File: src/rtl/store_buffer.sv
// -----------------------------------------------------------------------------
// store_buffer
//   Write buffer between the core's MEM stage and the data memory. Stores are
//   queued in a small circular FIFO and drained to memory in program order on
//   cycles where no load needs the memory port. Loads own the port when they
//   are present and are forwarded from the youngest matching buffered store.
//
// Ports
//   clk              rising-edge clock
//   reset            asynchronous active-high reset, clears all buffer state
//   st_valid         store request          st_addr / st_data  store payload
//   st_ready         buffer has room for a store this cycle
//   ld_valid         load request           ld_addr            load byte address
//   ld_data          load result (combinational)
//   ld_fwd           ld_data was taken from the buffer
//   empty            no pending stores (fence / drain-complete flag)
//   count            number of pending stores
//   mem_access_addr  memory address        mem_write_data     memory write data
//   mem_write_en     memory write strobe   mem_read           memory read strobe
//   mem_read_data    memory read data (combinational)
// -----------------------------------------------------------------------------
module store_buffer #(
    parameter int DEPTH = 4
) (
    input  logic                     clk,
    input  logic                     reset,
    input  logic                     st_valid,
    input  logic [15:0]              st_addr,
    input  logic [15:0]              st_data,
    output logic                     st_ready,
    input  logic                     ld_valid,
    input  logic [15:0]              ld_addr,
    output logic [15:0]              ld_data,
    output logic                     ld_fwd,
    output logic                     empty,
    output logic [$clog2(DEPTH):0]   count,
    output logic [15:0]              mem_access_addr,
    output logic [15:0]              mem_write_data,
    output logic                     mem_write_en,
    output logic                     mem_read,
    input  logic [15:0]              mem_read_data
);

    localparam int PW = $clog2(DEPTH);
    localparam int CW = PW + 1;

    // Entry storage; contents are meaningless outside [rd_ptr, rd_ptr+count).
    logic [15:0]   addr_q [DEPTH];
    logic [15:0]   data_q [DEPTH];

    logic [PW-1:0] rd_ptr_q;
    logic [PW-1:0] rd_ptr_d;
    logic [PW-1:0] wr_ptr_q;
    logic [PW-1:0] wr_ptr_d;
    logic [CW-1:0] count_q;
    logic [CW-1:0] count_d;

    logic          empty_s;
    logic          ready_s;
    logic          push_s;
    logic          pop_s;
    logic          fwd_hit_s;
    logic [15:0]   fwd_data_s;
    logic          hit_s;
    logic [PW-1:0] slot_s;

    // Occupancy flags and handshake qualifiers. A full buffer never accepts,
    // even when a drain frees a slot in the same cycle.
    always_comb begin
        empty_s = (count_q == {CW{1'b0}});
        ready_s = (count_q != CW'(DEPTH));
        push_s  = st_valid && ready_s;
        pop_s   = !ld_valid && !empty_s;
    end

    assign empty    = empty_s;
    assign st_ready = ready_s;
    assign count    = count_q;

    // Pointer and occupancy next-state.
    always_comb begin
        rd_ptr_d = rd_ptr_q;
        wr_ptr_d = wr_ptr_q;
        count_d  = count_q;
        if (push_s) begin
            wr_ptr_d = wr_ptr_q + PW'(1);
        end else begin
            wr_ptr_d = wr_ptr_q;
        end
        if (pop_s) begin
            rd_ptr_d = rd_ptr_q + PW'(1);
        end else begin
            rd_ptr_d = rd_ptr_q;
        end
        case ({push_s, pop_s})
            2'b10:   count_d = count_q + CW'(1);
            2'b01:   count_d = count_q - CW'(1);
            default: count_d = count_q;
        endcase
    end

    // Pointer and occupancy registers.
    always_ff @(posedge clk or posedge reset) begin
        if (reset) begin
            rd_ptr_q <= {PW{1'b0}};
            wr_ptr_q <= {PW{1'b0}};
            count_q  <= {CW{1'b0}};
        end else begin
            rd_ptr_q <= rd_ptr_d;
            wr_ptr_q <= wr_ptr_d;
            count_q  <= count_d;
        end
    end

    // Entry storage write; no reset needed since occupancy gates every read.
    always_ff @(posedge clk) begin
        if (push_s) begin
            addr_q[wr_ptr_q] <= st_addr;
            data_q[wr_ptr_q] <= st_data;
        end
    end

    // Forwarding search: walk oldest to youngest so the last hit is the
    // youngest matching store. Only word index bits [8:1] take part.
    always_comb begin
        fwd_hit_s  = 1'b0;
        fwd_data_s = 16'h0000;
        hit_s      = 1'b0;
        slot_s     = {PW{1'b0}};
        for (int i = 0; i < DEPTH; i++) begin
            slot_s     = rd_ptr_q + PW'(i);
            hit_s      = (CW'(i) < count_q) && (addr_q[slot_s][8:1] == ld_addr[8:1]);
            fwd_data_s = hit_s ? data_q[slot_s] : fwd_data_s;
            fwd_hit_s  = fwd_hit_s | hit_s;
        end
    end

    // Memory port arbitration: load first, then drain the head entry.
    always_comb begin
        mem_read        = 1'b0;
        mem_write_en    = 1'b0;
        mem_access_addr = 16'h0000;
        mem_write_data  = 16'h0000;
        ld_data         = 16'h0000;
        ld_fwd          = 1'b0;
        if (ld_valid) begin
            mem_read        = 1'b1;
            mem_access_addr = ld_addr;
            ld_data         = fwd_hit_s ? fwd_data_s : mem_read_data;
            ld_fwd          = fwd_hit_s;
        end else if (!empty_s) begin
            mem_write_en    = 1'b1;
            mem_access_addr = addr_q[rd_ptr_q];
            mem_write_data  = data_q[rd_ptr_q];
        end else begin
            mem_read        = 1'b0;
            mem_write_en    = 1'b0;
        end
    end

endmodule

File: config.mk
export PLATFORM = sky130hd
export DESIGN_NAME = store_buffer
export DESIGN_NICKNAME = d
export VERILOG_FILES = /design/src/rtl/store_buffer.sv
export SDC_FILE = /design/constraint.sdc
export NUM_CORES = 1
export LEC_CHECK = 0
export BUFFER_PORTS_ARGS = -buffer_cell sky130_fd_sc_hd__buf_4
export CAP_MARGIN = 10
export CORE_MARGIN = 10
export CORE_UTILIZATION = 40
export CTS_CLUSTER_SIZE = 8
export DETAILED_ROUTE_END_ITERATION = 8
export PLACE_DENSITY_LB_ADDON = 0.05
export RECOVER_POWER = 100
export SLEW_MARGIN = 20
export SYNTH_ARGS = -nofsm -noshare
export SYNTH_HDL_FRONTEND = slang
export SYNTH_SLANG_ARGS = --single-unit
File: constraint.sdc
create_clock -name clk -period 3.9 [get_ports clk]
set_input_delay 0.78 -clock clk [delete_from_list [all_inputs] [get_ports clk]]
set_output_delay 0.78 -clock clk [all_outputs]
set_load 0.01 [all_outputs]
==> Word level (Yosys, flattened, before mapping) <==
Memory sizes are Yosys's and may differ from the RTL's.
Index checks and enable logic that the tools add are counted.
W data, S select, Z words.
{ "totals": {"ff_bits": 7, "ramBits": 128, "inputBits": 68, "output_inout_bits": 56, "wordCells": 52, "mem_count": 2} }
{ "op_classes": {"addsub": 6, "magnitude_cmp": 4, "n_eq_ne": 7, "muxes": 17, "bitwise_logic": 3, "n_reduce_logical": 10} }
{ "mem_list": {"columns": ["name", "words", "width", "rd", "rd_ports_with_merged_regs", "write_ports", "line_no", "source"], "rows": [
  ["addr_q", 4, 16, 4, 0, 1, "48", "logic [15:0] addr_q [DEPTH];"],
  ["data_q", 4, 16, 4, 0, 1, "49", "logic [15:0] data_q [DEPTH];"]
]} }
{ "ops": {"columns": ["operator", "count"], "rows": [
  ["$mux W16", 10],
  ["$eq A8 B8 Y1", 4],
  ["$logic_and A1 B1 Y1", 6],
  ["$lt A1 B3 Y1 const A", 2],
  ["$lt A2 B3 Y1 const A", 2],
  ["$mux W1", 6],
  ["$pmux W3 S2", 1],
  ["$add A2 B1 Y2 const B", 2],
  ["$add A2 B2 Y2 const B", 2],
  ["$add A3 B1 Y3 const B", 1],
  ["$logic_not A3 Y1", 1],
  ["$ne A3 B3 Y1 const B", 1],
  ["$or A1 B1 Y1", 3],
  ["$sub A3 B1 Y3 const B", 1],
  ["$eq A2 B1 Y1 const B", 1],
  ["$eq A2 B2 Y1 const B", 1],
  ["$logic_not A1 Y1", 2],
  ["$reduce_bool A2 Y1", 1]
]} }

==> Longest topological paths before layout <==
Gate-level depths: netlist (run 1).
An unclocked memory read counts as a cell.
{ "logic_depth": {"depth_word": 9, "depth_mapped": 13} }

==> Least setup slack after synthesis (run 1) <==
Ideal clock, no wire load.
{ "synth_path": {"path_kind": "input port to output port", "startpoint": "input port ld_addr[5]", "endpoint": "output port ld_data[10]", "arrival_ps": 2869, "t_required_ps": 3120, "slack_ps": 251, "path_stages": 10, "n_path_buf": 3, "path_cell_list": "clkbuf_1 -> xor2_1 -> nand2_1 -> or3_1 -> a2111oi_2 -> nor4_1 -> and2_1 -> buf_6 -> buf_6 -> a32o_1"} }
{ "synth_via": {"elab_chain_len": 8} }
{ "synth_lines": {"columns": ["element", "line_no", "source"], "rows": [
  ["start, declared", "32", "input logic [15:0] ld_addr,"],
  ["$eq A8 B8 Y1", "132", "hit_s = (CW'(i) < count_q) && (addr_q[slot_s][8:1] == ld_addr[8:1]);"],
  ["$logic_and A1 B1 Y1", "132", null],
  ["$mux W16 (4 in a row)", "133", "fwd_data_s = hit_s ? data_q[slot_s] : fwd_data_s;"],
  ["$mux W16 (*)", "149", "ld_data = fwd_hit_s ? fwd_data_s : mem_read_data;"],
  ["$mux W16 (*)", "146", "if (ld_valid) begin"],
  ["end, declared", "33", "output logic [15:0] ld_data,"]
]} }
Every way passes the cells marked *; elsewhere a longest branch is shown, timed or not.

==> Worst setup path after layout (run 1) <==
{ "layout_path": {"startpoint": "register rd_ptr_q[1]", "endpoint": "output port ld_data[13]"} }
{ "layout_via": {"elab_chain_len": 9} }
{ "layout_lines": {"columns": ["element", "line_no", "source"], "rows": [
  ["start, declared", "51", "logic [PW-1:0] rd_ptr_q;"],
  ["start signal, assigned", "105", "rd_ptr_q <= {PW{1'b0}};"],
  ["start signal, assigned", "109", "rd_ptr_q <= rd_ptr_d;"],
  ["$add A2 B1 Y2 or $mem_v2 Z4 W16 (tied branches)", null, null],
  ["$mem_v2 Z4 W16 or $eq A8 B8 Y1 (tied branches)", null, null],
  ["$eq A8 B8 Y1 or $logic_and A1 B1 Y1 (tied branches)", "132", null],
  ["$logic_and A1 B1 Y1 or $mux W16 (tied branches)", "132, 133", null],
  ["$mux W16 or $or A1 B1 Y1 (tied branches) (3 in a row)", "133, 134", null],
  ["$mux W16 (*)", "149", null],
  ["$mux W16 (*)", "146", null]
]} }
Marks and branches as above.

==> implementation parameters, run 1 <==
Parameter                              Value

Timing
  Final clock skew ... 0.00709 ns
  Share of the clock period used by the worst path ... 1.09
  Count of endpoints failing setup in the final report ... 17
  Total Neg Setup Slack ... -5.39 ns
  RSZ-0062 raised after global routing ... yes
  Achievable Freq ... 0.236 GHz
  Slew Limit Fails ... 132
  Worst-Margin Slew ... 2.09 ns
  Final worst slack ... -0.345 ns
  Number of endpoints with negative hold slack in the final report ... 0
  Shortest period the worst path allows ... 4.25 ns
  Worst slew margin relative to its limit ... -0.394

Finish
  # nets final ... 889
  Fill cell instance count of the final layout ... 1,765
  Inserted Diodes ... 0
  Number of non-filler instances in the completed layout ... 1,090
  Share of layout cells above drive strength 1 ... 0.280
  Design Area, Final ... 10,300 um^2
  Area growth from synthesis to layout ... 28.0%

Place
  Placed inst area ... 9280 um^2
  Weighted congestion at the end of routability-driven global placement ... 0.804
  Count of buffers from port buffering ... 123
  Dpl hpwl ... 15,200 um
  Placed Instances ... 1,037

Yosys
  Yosys top cell by area ... sky130_fd_sc_hd__edfxtp_1
  Dominant cell by count in the synthesized netlist ... sky130_fd_sc_hd__edfxtp_1
  Leading post-synthesis cells by cell area ... sky130_fd_sc_hd__edfxtp_1 (48%), sky130_fd_sc_hd__mux2i_1 (9.0%), sky130_fd_sc_hd__nand2_1 (3.5%), sky130_fd_sc_hd__mux4_2 (3.4%), sky130_fd_sc_hd__mux2_2 (2.8%)
  Synthesis-stage register bit count ... 135
  Post-synth EDFFs ... 128
  Ys async rst share ... 0.0519
  Instance count of the mapped netlist ... 678
  Ys Warns ... 0
  Prevailing post-synth register cell ... sky130_fd_sc_hd__edfxtp_1
  Proportion of synthesized chip area in sequential cells ... 0.501
  Cell area after synthesis ... 8020 um^2
  Post-Synthesis Net Count ... 755
  Mean post-synth cell area ... 11.8 um^2
  Proportion of netlist area held by the largest area contributor ... 0.479
  Top cells by instance count after synthesis ... sky130_fd_sc_hd__edfxtp_1 (128), sky130_fd_sc_hd__nand2_1 (75), sky130_fd_sc_hd__mux2i_1 (72)
  Distinct cell type count of the synthesized netlist ... 53

Drt
  Number of vias after detailed routing ... 6,144
  Detailed-route wire length ... 23,300 um
  Routed WL per cell ... 21.4 um
  Final routed DRC violation total ... 0
  Initial DRT Pass Iterations ... 4
  Starting DRT DRC Count ... 438
  Number of routed nets with antenna violations ... 0
  Vias per Instance ... 5.64

Floorplan
  Chip height ... 162 um
  Overall die width ... 162 um
  Core Region ... 19,600 um^2
  Number of cell rows ... 51
  Initial Util ... 0.410
  Count of boundary I/O pins ... 124
  Die outline area ... 26,100 um^2

Global route
  Initial antenna violation count ... 1
  Maximum number of pins on one net before global-route repair ... 62
  Vias in the first global route ... 6,419
  GRT Residual Overflow ... 0
  Total routing resource utilization after global routing ... 0.177
  First-pass GRT wire length ... 36,100 um

Worst setup path
  Capturing element type of the critical path ... output port
  R2r setup slk ... 0.87 ns
  Worst reg2reg startpoint ... count[0]$_DFFE_PP0P_
  Series of cell instances along the critical path ... buf_12 -> mux2i_4 -> buf_6 -> a2bb2oi_2 -> a21oi_1 -> or4_4 -> nor4_4 -> buf_4 -> o211ai_4 -> clkbuf_16 -> o211ai_1 -> a32o_1 -> buf_4
  Top fanout value on the critical path ... 8
  CP max-delay cell ... sky130_fd_sc_hd__dfrtp_4
  Critical Path Max Stage Delay ... 0.56 ns
  Reg2Reg Depth ... 4
  Data required time of the critical path ... 3.12 ns
  Endpoint arrival time on the critical path ... 3.47 ns
  Worst Path Class, Setup ... flop to output port
  Capturing point of the worst reg2reg path ... data_q[3][7]$_DFFE_PP_
  Dominant cell type by count on the critical path ... sky130_fd_sc_hd__buf_4
  Kind of start point of the critical path ... flop

Power and ir drop
  Switching portion of total power ... 0.397
  Flop pwr share ... 0.292
  Power density relative to cell area ... 711 nW/um^2
  Leakage dissipation ... 0.00381 uW
  Post-route total power ... 7300 uW
  Clock share of power ... 0.207
  Peak VDD IR ... 0.000476 V
  Net switching power ... 2900 uW
  Internal power of the cells ... 4400 uW
  Part of the total power dissipated in combinational logic ... 0.501

Clocking
  Cts bufs inserted ... 17
  CTS tree ... yes
  Root cell of the clock tree ... sky130_fd_sc_hd__clkbuf_16
  Clock latency of the later-clocked register in the worst-skew pair ... 0.42 ns
  Sinks on the clock net ... 135
  H-Tree Depth ... 4
  Hold buffers post-CTS ... 0
  Buffer levels on the longest clock path ... 2
  Clock transition time at the flip-flop clock pins of the worst setup and hold paths ... 0.06 ns

Status
  Result of the run ... finished, violations left
  Violated checks ... max-capacitance violations, max-slew violations, negative setup slack

Worst hold path
  Worst hold path type ... input port to async pin

Job
  MaxCap Viol Count ... 4
worst max-delay path by stage:
stage	start	endpoint	slack, ns	cells past startpoint
floorplan	ld_addr[5]	ld_data[10]	0.25	10
detailed placement	ld_addr[2]	ld_data[1]	0.007	10
global route	rd_ptr_q[1]$_DFFE_PP0P_	ld_data[7]	-0.49	14
finish	rd_ptr_q[1]$_DFFE_PP0P_	ld_data[13]	-0.35	13
global placement	ld_addr[2]	ld_data[1]	-0.02	10
CTS	rd_ptr_q[1]$_DFFE_PP0P_	ld_data[0]	-0.36	13
metrics by stage:
stage | util | setup slack (ns) | hold WS, ns
3_3_place_gp | 0.474 | -0.0193 | 0.583
2_1_floorplan | - | 0.251 | 0.580
5_1_grt | 0.524 | -0.492 | 0.325
4_1_cts | 0.526 | -0.355 | 0.310
3_5_place_dp | 0.474 | 0.00707 | 0.585
6_report | 0.524 | -0.345 | 0.305
worst max-delay path, delay by kind of cell (launching register included):
kind,cells,cell delay (ns)
and+or+nand+nor,2,0.82
DFF,1,0.56
muxes,1,0.19
AOI/OAI and AO/OA,5,0.67
buffers and inverters,5,0.80
routing by layer:
metal  up-vias  GRT usage  part of all wire
met2       146      0.297              0.50
met1      3087      0.215              0.43
met5         -          0           0.00043
met4         2     0.0608             0.018
met3        35     0.0468             0.051
li1       2874          -                 -
placed cells by master (no fill, tap or decap), types with 12 or more instances in the layout:
master / n
sky130_fd_sc_hd__xnor2_1: 22
sky130_fd_sc_hd__clkbuf_1: 62
sky130_fd_sc_hd__nor2b_1: 18
sky130_fd_sc_hd__buf_6: 16
sky130_fd_sc_hd__mux2i_1: 59
sky130_fd_sc_hd__nor2_1: 34
sky130_fd_sc_hd__buf_4: 79
sky130_fd_sc_hd__xor2_1: 20
sky130_fd_sc_hd__clkbuf_16: 20
sky130_fd_sc_hd__o21ai_0: 35
sky130_fd_sc_hd__nand4_1: 12
sky130_fd_sc_hd__a21oi_1: 15
sky130_fd_sc_hd__a211oi_1: 24
sky130_fd_sc_hd__nand2_1: 75
sky130_fd_sc_hd__mux4_2: 12
sky130_fd_sc_hd__edfxtp_1: 128
sky130_fd_sc_hd__mux2_2: 18
sky130_fd_sc_hd__a22o_1: 12
final cells by class:
cell class / count / area (um^2) / share of cell area
clock inverters: 13 / 123 / 0.0119
flip-flops and latches: 135 / 4030 / 0.392
inverters: 10 / 41.3 / 0.00402
well taps: 265 / 332 / 0.0323
multi-input cells: 474 / 3960 / 0.386
repair buffers: 174 / 1360 / 0.132
clock buffers: 19 / 433 / 0.0421
repair_timing:
action | in CTS | in global routing
resized for setup | 45 | 41
hold endpoints to repair | 0 | 0
pin swaps | 21 | 15
cloned | 3 | 1
setup endpoints to repair | 17 | 17
setup buffers | 13 | 4
logic make-up (layout without fill, tap and decap cells):
kind of cell               Yosys count  count (layout)  share of synthesized area
DFF                                135             135                      0.501
and+or+nand+nor                    165             165                     0.0970
muxes                              105             105                      0.154
xor gates and xnor gates            43              43                     0.0469
buffers and inverters               69             216                     0.0444
adders and majority gates            9               9                     0.0140
AOI/OAI and AO/OA                  152             152                      0.142
state kept, by name, summed over array words and instances, names as in the netlist:
name,cells
addr_q,64
count,3
data_q,64
rd_ptr_q,2
wr_ptr_q,2
power by group through the flow:
stage	registers [uW]	logic, uW	clock network, uW
6_report	2130	3660	1510
3_3_place_gp	2110	3320	0
5_1_grt	2170	3980	1600
2_1_floorplan	2070	2390	0
3_5_place_dp	2130	3380	0
4_1_cts	2120	3660	1530
Power figures use the tool's default switching activity.
==> run 2: changes to the inputs <==
--- a/config.mk
+++ b/config.mk
@@ -7,6 +7,8 @@
 export LEC_CHECK = 0
 export BUFFER_PORTS_ARGS = -buffer_cell sky130_fd_sc_hd__buf_4
 export CAP_MARGIN = 10
+export CELL_PAD_IN_SITES_DETAIL_PLACEMENT = 1
+export CELL_PAD_IN_SITES_GLOBAL_PLACEMENT = 1
 export CORE_MARGIN = 10
 export CORE_UTILIZATION = 40
 export CTS_CLUSTER_SIZE = 8
==> run 2 against run 1 <==
Against the previous run: the run still ends with max-capacitance violations, max-slew violations, negative setup slack left; count of clock-buffer cells in the layout fell by 2; register-to-register slack got worse by 0.24 ns; sequential power barely moved; largest power group unchanged.
==> implementation parameters, run 2 (synthesized netlist as in run 1, its figures left out) <==
Parameter                              Value

Finish
  Inserted Diodes ... 0 (unchanged)
  Leading cell type in the layout, fill and taps excluded ... sky130_fd_sc_hd__edfxtp_1
  Area growth from synthesis to layout ... 25.5%
  Share of layout cells above drive strength 1 ... 0.277 (-0.00343)
  # nets final ... 892 (+0.34%)
  Fill cell instance count of the final layout ... 2,103 (+19%)
  Design Area, Final ... 10,100 um^2 (-1.9%)
  Commonest non-fill, non-tap cells in the layout ... sky130_fd_sc_hd__edfxtp_1 (128), sky130_fd_sc_hd__buf_4 (102), sky130_fd_sc_hd__nand2_1 (75), sky130_fd_sc_hd__mux2i_1 (61), sky130_fd_sc_hd__clkbuf_1 (58)
  Number of non-filler instances in the completed layout ... 1,093 (+0.28%)

Power and ir drop
  Clock share of power ... 0.228 (+0.021)
  Part of the total power dissipated in combinational logic ... 0.481 (-0.020)
  Post-route total power ... 7400 uW (+1.3%)
  Flop pwr share ... 0.291 (about the same)
  Power density relative to cell area ... 734 nW/um^2 (+3.3%)
  Net switching power ... 3040 uW (+4.9%)
  Peak VDD IR ... 0.000330 V (-31%)
  Leakage dissipation ... 0.00375 uW (-1.6%)
  Internal power of the cells ... 4350 uW (-1.1%)
  Switching portion of total power ... 0.411 (+0.0142)

Drt
  Starting DRT DRC Count ... 335 (-24%)
  Routed WL per cell ... 22.7 um (+6.2%)
  Initial DRT Pass Iterations ... 5 (+1)
  Final routed DRC violation total ... 0 (unchanged)
  Detailed-route wire length ... 24,800 um (+6.5%)
  Vias per Instance ... 5.68 (+0.85%)
  Number of vias after detailed routing ... 6,213 (+1.1%)
  Number of routed nets with antenna violations ... 0 (unchanged)

Floorplan
  Number of cell rows ... 51 (unchanged)
  Initial Util ... 0.410 (unchanged)
  Chip height ... 162 um (unchanged)
  Core Region ... 19,600 um^2 (unchanged)
  Count of boundary I/O pins ... 124 (unchanged)
  Overall die width ... 162 um (unchanged)
  Die outline area ... 26,100 um^2 (unchanged)

Worst setup path
  Series of cell instances along the critical path ... buf_12 -> mux2i_4 -> a2bb2oi_2 -> a21oi_2 -> or4_4 -> nor4_4 -> buf_4 -> nor4_2 -> nor2b_2 -> buf_12 -> a32o_2 -> buf_6
  Worst Path Class, Setup ... flop to output port
  Kind of start point of the critical path ... flop
  Data required time of the critical path ... 3.12 ns (about the same)
  Dominant cell type by count on the critical path ... sky130_fd_sc_hd__buf_12
  Endpoint arrival time on the critical path ... 3.54 ns (+0.07 ns)
  Critical Path Max Stage Delay ... 0.56 ns (about the same)
  R2r setup slk ... 0.63 ns (-0.24 ns)
  Top fanout value on the critical path ... 17 (+9)
  Capturing element type of the critical path ... output port
  CP max-delay cell ... sky130_fd_sc_hd__or4_4

Clocking
  Root cell of the clock tree ... sky130_fd_sc_hd__clkbuf_16
  Hold buffers post-CTS ... 0 (unchanged)
  Clock latency of the later-clocked register in the worst-skew pair ... 0.43 ns (about the same)
  H-Tree Depth ... 4 (unchanged)
  Buffer levels on the longest clock path ... 2 (unchanged)
  Cts bufs inserted ... 17 (unchanged)
  Clock transition time at the flip-flop clock pins of the worst setup and hold paths ... 0.07 ns (about the same)
  Sinks on the clock net ... 135 (unchanged)
  CTS tree ... yes

Global route
  Vias in the first global route ... 6,683 (+4.1%)
  GRT Residual Overflow ... 0 (unchanged)
  Met3 track demand over resource ... 0.0478 (+0.00102)
  Initial antenna violation count ... 1 (unchanged)
  Maximum number of pins on one net before global-route repair ... 68 (+9.7%)
  Most used routing layer in global routing ... met2
  Grt met1 use ... 0.228 (+0.0123)
  Met2 demand-to-capacity share in global routing ... 0.325 (+0.0278)
  First-pass GRT wire length ... 38,200 um (+5.9%)
  Total routing resource utilization after global routing ... 0.188 (+0.0109)

Timing
  Final worst slack ... -0.417 ns (-0.0722 ns)
  Final clock skew ... 0.0106 ns (+0.00355 ns)
  Slew Limit Fails ... 99 (-25%)
  Final hold slack ... 0.292 ns (-0.0126 ns)
  Shortest period the worst path allows ... 4.32 ns (+0.0723 ns)
  Achievable Freq ... 0.232 GHz (-1.7%)
  Count of endpoints failing setup in the final report ... 17 (unchanged)
  Worst slew margin relative to its limit ... -0.417 (-0.0225)
  RSZ-0062 raised after global routing ... yes
  Share of the clock period used by the worst path ... 1.11 (+0.0185)
  Worst-Margin Slew ... 2.12 ns (+0.0337 ns)
  Number of endpoints with negative hold slack in the final report ... 0 (unchanged)

Place
  Placed Instances ... 1,048 (+1.1%)
  Dpl hpwl ... 16,900 um (+11%)
  Weighted congestion at the end of routability-driven global placement ... 0.885 (+10%)
  Count of buffers from port buffering ... 123 (unchanged)
  Placed inst area ... 9360 um^2 (+0.78%)

Status
  Violated checks ... max-capacitance violations, max-slew violations, negative setup slack
  Result of the run ... finished, violations left

Job
  MaxCap Viol Count ... 3 (-1)

Worst hold path
  Worst hold path type ... input port to async pin
[run 2: through the flow]
stage | TNS, ns | setup slack [ns] | utilization
detailed placement | -0.00538 | -0.00538 | 0.478
CTS | -5.09 | -0.345 | 0.522
finish | -6.52 | -0.417 | 0.514
global placement | 0 | 0.0513 | 0.478
floorplan | 0 | 0.251 | -
global route | -9.86 | -0.509 | 0.514
[run 2: cell type report]
class	count	area (um^2)	share of cell area
Multi-Input combinational cell	474	3820	0.379
Tap cell	265	332	0.0329
Inverter	10	41.3	0.00410
Sequential cell	135	4030	0.400
Clock inverter	15	209	0.0207
Clock buffer	17	425	0.0422
Timing Repair Buffer	177	1220	0.121
[run 2: metal layers]
layer / vias to the layer above / share of wire
met5: - / 0.00044
met4: 2 / 0.013
met3: 32 / 0.055
met2: 161 / 0.50
met1: 3141 / 0.43
li1: 2877 / -
[run 2: what timing repair did]
| item | in CTS | in global routing |
|---|---|---|
| resized for setup | 30 | 15 |
| endpoints found under the setup margin | 17 | 17 |
| pin swaps | 4 | 3 |
| setup buffers | 12 | 1 |
[run 2: path summary, 6_finish.rpt]
check,depth (start not counted),to,start
worst min register to register,2,count[1]$_DFFE_PP0P_,count[1]$_DFFE_PP0P_
worst max register to register,5,data_q[1][11]$_DFFE_PP_,count[0]$_DFFE_PP0P_
max in group asynchronous,2,rd_ptr_q[0]$_DFFE_PP0P_,reset
min in group clk,1,addr_q[3][12]$_DFFE_PP_,st_addr[12]
worst min-delay path,2,count[0]$_DFFE_PP0P_,reset
worst max-delay path,12,ld_data[13],rd_ptr_q[1]$_DFFE_PP0P_
[run 2: power by group through the flow]
stage | Sequential [uW] | Combinational [uW] | Clock (uW)
after floorplan | 2070 | 2390 | 0
after detailed placement | 2160 | 3490 | 0
after global routing | 2180 | 3880 | 1780
final | 2150 | 3560 | 1690
after global placement | 2140 | 3400 | 0
after CTS | 2140 | 3640 | 1710
[run 2: critical path: cells and delay by family, from the launching register on]
kind                   cells  cell delay (ns)
AO/OA/AOI/OAI              3             0.48
AND/OR/NAND/NOR            4             1.18
buffers and inverters      4             0.67
flip-flops                 1             0.47
multiplexers               1             0.27
==> run 3: changes to the inputs <==
--- a/config.mk
+++ b/config.mk
@@ -10,7 +10,7 @@
 export CELL_PAD_IN_SITES_DETAIL_PLACEMENT = 1
 export CELL_PAD_IN_SITES_GLOBAL_PLACEMENT = 1
 export CORE_MARGIN = 10
-export CORE_UTILIZATION = 40
+export CORE_UTILIZATION = 28
 export CTS_CLUSTER_SIZE = 8
 export DETAILED_ROUTE_END_ITERATION = 8
 export PLACE_DENSITY_LB_ADDON = 0.05
==> run 3 against run 2 <==
Against the previous run: the run still ends with max-capacitance violations, max-slew violations, negative setup slack left; global-route usage fell by 3.3 points; sequential power fell by 3%; first-iteration DRC count decreased by 13%; sequential share of layout area fell by 1.9 points; critical path type unchanged.
==> implementation parameters, run 3 (synthesized netlist as in run 1, its figures left out) <==
Parameter                              Value

Status
  Result of the run ... finished, violations left
  Violated checks ... max-capacitance violations, max-slew violations, negative setup slack

Floorplan
  Count of boundary I/O pins ... 124 (unchanged)
  Chip height ... 189 um (+17%)
  Overall die width ... 189 um (+17%)
  Die outline area ... 35,800 um^2 (+37%)
  Core Region ... 28,000 um^2 (+43%)
  Initial Util ... 0.286 (-0.123)
  Number of cell rows ... 61 (+20%)

Worst setup path
  Capturing element type of the critical path ... output port
  Kind of start point of the critical path ... flop
  Series of cell instances along the critical path ... buf_12 -> buf_6 -> mux2i_2 -> xor2_1 -> nand2_1 -> or3_4 -> a2111oi_4 -> buf_6 -> clkbuf_16 -> o21ai_2 -> a32o_2 -> buf_6
  Sum of buffers and inverters on the critical path ... 5 (+1)
  Worst Path Class, Setup ... flop to output port
  Top fanout value on the critical path ... 7 (-10)
  Critical Path Max Stage Delay ... 0.51 ns (-0.05 ns)
  Data required time of the critical path ... 3.12 ns (about the same)
  Endpoint arrival time on the critical path ... 3.38 ns (-0.16 ns)
  Cell family with the largest share of critical-path delay ... buffers and inverters
  Dominant cell type by count on the critical path ... sky130_fd_sc_hd__buf_6
  CP max-delay cell ... sky130_fd_sc_hd__dfrtp_4
  Reg2Reg Depth ... 5 (unchanged)
  Number of cells on the critical path ... 12 (unchanged)

Timing
  Worst-Margin Slew ... 1.68 ns (-0.448 ns)
  Share of the clock period used by the worst path ... 1.07 (-0.0414)
  RSZ-0062 raised after global routing ... yes
  Worst slew margin relative to its limit ... -0.118 (+0.299)
  Total Neg Setup Slack ... -5.38 ns (+1.14 ns)
  Number of endpoints with negative hold slack in the final report ... 0 (unchanged)
  Count of endpoints failing setup in the final report ... 31 (+14)
  Final clock skew ... 0.0124 ns (+0.00171 ns)
  Slew Limit Fails ... 47 (-53%)
  Achievable Freq ... 0.241 GHz (+3.9%)
  Shortest period the worst path allows ... 4.16 ns (-0.162 ns)
  Final worst slack ... -0.256 ns (+0.162 ns)

Power and ir drop
  Power density relative to cell area ... 726 nW/um^2 (-1.1%)
  Peak VDD IR ... 0.000313 V (-5.3%)
  Leakage dissipation ... 0.00395 uW (+5.3%)
  Post-route total power ... 7670 uW (+3.7%)

Drt
  Number of routed nets with antenna violations ... 0 (unchanged)
  Final routed DRC violation total ... 0 (unchanged)
  Starting DRT DRC Count ... 292 (-13%)
  Vias per Instance ... 5.06 (-11%)
  Initial DRT Pass Iterations ... 4 (-1)
  Detailed-route wire length ... 28,100 um (+13%)
  Routed WL per cell ... 22.9 um (+0.78%)
  Number of vias after detailed routing ... 6,220 (+0.11%)

Place
  Dpl hpwl ... 19,300 um (+14%)
  Placed inst area ... 9680 um^2 (+3.5%)
  Weighted congestion at the end of routability-driven global placement ... 0.806 (-8.9%)
  Count of buffers from port buffering ... 123 (unchanged)

Finish
  Commonest non-fill, non-tap cells in the layout ... sky130_fd_sc_hd__edfxtp_1 (128), sky130_fd_sc_hd__buf_4 (105), sky130_fd_sc_hd__nand2_1 (75), sky130_fd_sc_hd__clkbuf_1 (60), sky130_fd_sc_hd__mux2i_1 (55)
  Area growth from synthesis to layout ... 31.6%
  Leading cell type in the layout, fill and taps excluded ... sky130_fd_sc_hd__edfxtp_1
  Share of layout cells above drive strength 1 ... 0.325 (+0.0481)
  # nets final ... 914 (+2.5%)
  Post-Route Utilization ... 0.377 (-0.137)
  Fill cell instance count of the final layout ... 3,058 (+45%)
  Design Area, Final ... 10,600 um^2 (+4.9%)

Global route
  Total routing resource utilization after global routing ... 0.155 (-0.0332)
  Vias in the first global route ... 6,970 (+4.3%)
  First-pass GRT wire length ... 42,400 um (+11%)
  GRT Residual Overflow ... 0 (unchanged)
  Maximum number of pins on one net before global-route repair ... 61 (-10%)
  Initial antenna violation count ... 2 (+1)

Clocking
  Hold buffers post-CTS ... 0 (unchanged)
  Clock latency of the later-clocked register in the worst-skew pair ... 0.42 ns (about the same)
  Cts bufs inserted ... 17 (unchanged)
  H-Tree Depth ... 4 (unchanged)
  Root cell of the clock tree ... sky130_fd_sc_hd__clkbuf_16
  CTS tree ... yes
  Clock transition time at the flip-flop clock pins of the worst setup and hold paths ... 0.07 ns (about the same)
  Buffer levels on the longest clock path ... 2 (unchanged)
  Sinks on the clock net ... 135 (unchanged)

Job
  MaxCap Viol Count ... 2 (-1)

Worst hold path
  Worst hold path type ... input port to async pin
[run 3: changes by cell type in the layout (fill, tap and decap cells not counted), sizes merged]
cell      delta
buf         +17
bufinv       +1
clkbuf       +6
clkinv       -4
clkinvlp     +1
diode        +1
inv          +1
[run 3: layer usage]
| metal | GRT usage | vias up | share of wire |
|---|---|---|---|
| met2 | 0.276 | 95 | 0.51 |
| li1 | - | 2922 | - |
| met5 | 0 | - | 0 |
| met4 | 0.0388 | 0 | 0.0080 |
| met1 | 0.189 | 3189 | 0.44 |
| met3 | 0.0259 | 14 | 0.035 |
[run 3: metrics by stage]
step	hold WS [ns]	cells	setup WS, ns
2_1_floorplan	0.580	678	0.251
3_3_place_gp	0.602	1182	-0.258
3_5_place_dp	0.625	1182	-0.272
4_1_cts	0.298	1224	-0.269
5_1_grt	0.315	1228	-0.407
6_report	0.309	1229	-0.256
[run 3: area by class of cell]
class	count	area [um^2]	area share
inverters	10	40.0	0.00379
flip-flops and latches	135	4030	0.381
diodes	1	2.50	0.000237
multi-input cells	474	3910	0.370
clock buffers	18	439	0.0416
clock inverters	14	166	0.0158
well taps	378	473	0.0448
repair buffers	199	1510	0.143
[run 3: path summary, 6_finish.rpt]
| check | from | slack, ns | endpoint |
|---|---|---|---|
| hold / removal | reset | 0.31 | wr_ptr_q[1]$_DFFE_PP0P_ |
| setup reg to reg | count[0]$_DFFE_PP0P_ | 0.76 | data_q[3][10]$_DFFE_PP_ |
| max in group asynchronous | reset | 3.31 | rd_ptr_q[0]$_DFFE_PP0P_ |
| hold reg to reg | count[0]$_DFFE_PP0P_ | 0.63 | count[0]$_DFFE_PP0P_ |
| min in group clk | st_data[4] | 0.62 | data_q[1][4]$_DFFE_PP_ |
| setup / recovery | rd_ptr_q[1]$_DFFE_PP0P_ | -0.26 | ld_data[3] |
[run 3: report_power, final]
part / total, uW / switching (uW) / internal [uW] / leakage (uW)
clock network: 1690 / 713 / 980 / 0.000288
logic: 3880 / 2260 / 1620 / 0.00241
registers: 2090 / 153 / 1940 / 0.00125
total: 7670 / 3130 / 4540 / 0.00395
[run 3: timing repair]
item                                    in CTS  in global routing
cloned                                       1                  2
endpoints found under the setup margin      17                 17
pin swaps                                    5                 23
resized for setup                           51                 48
buffers inserted                             9                  2
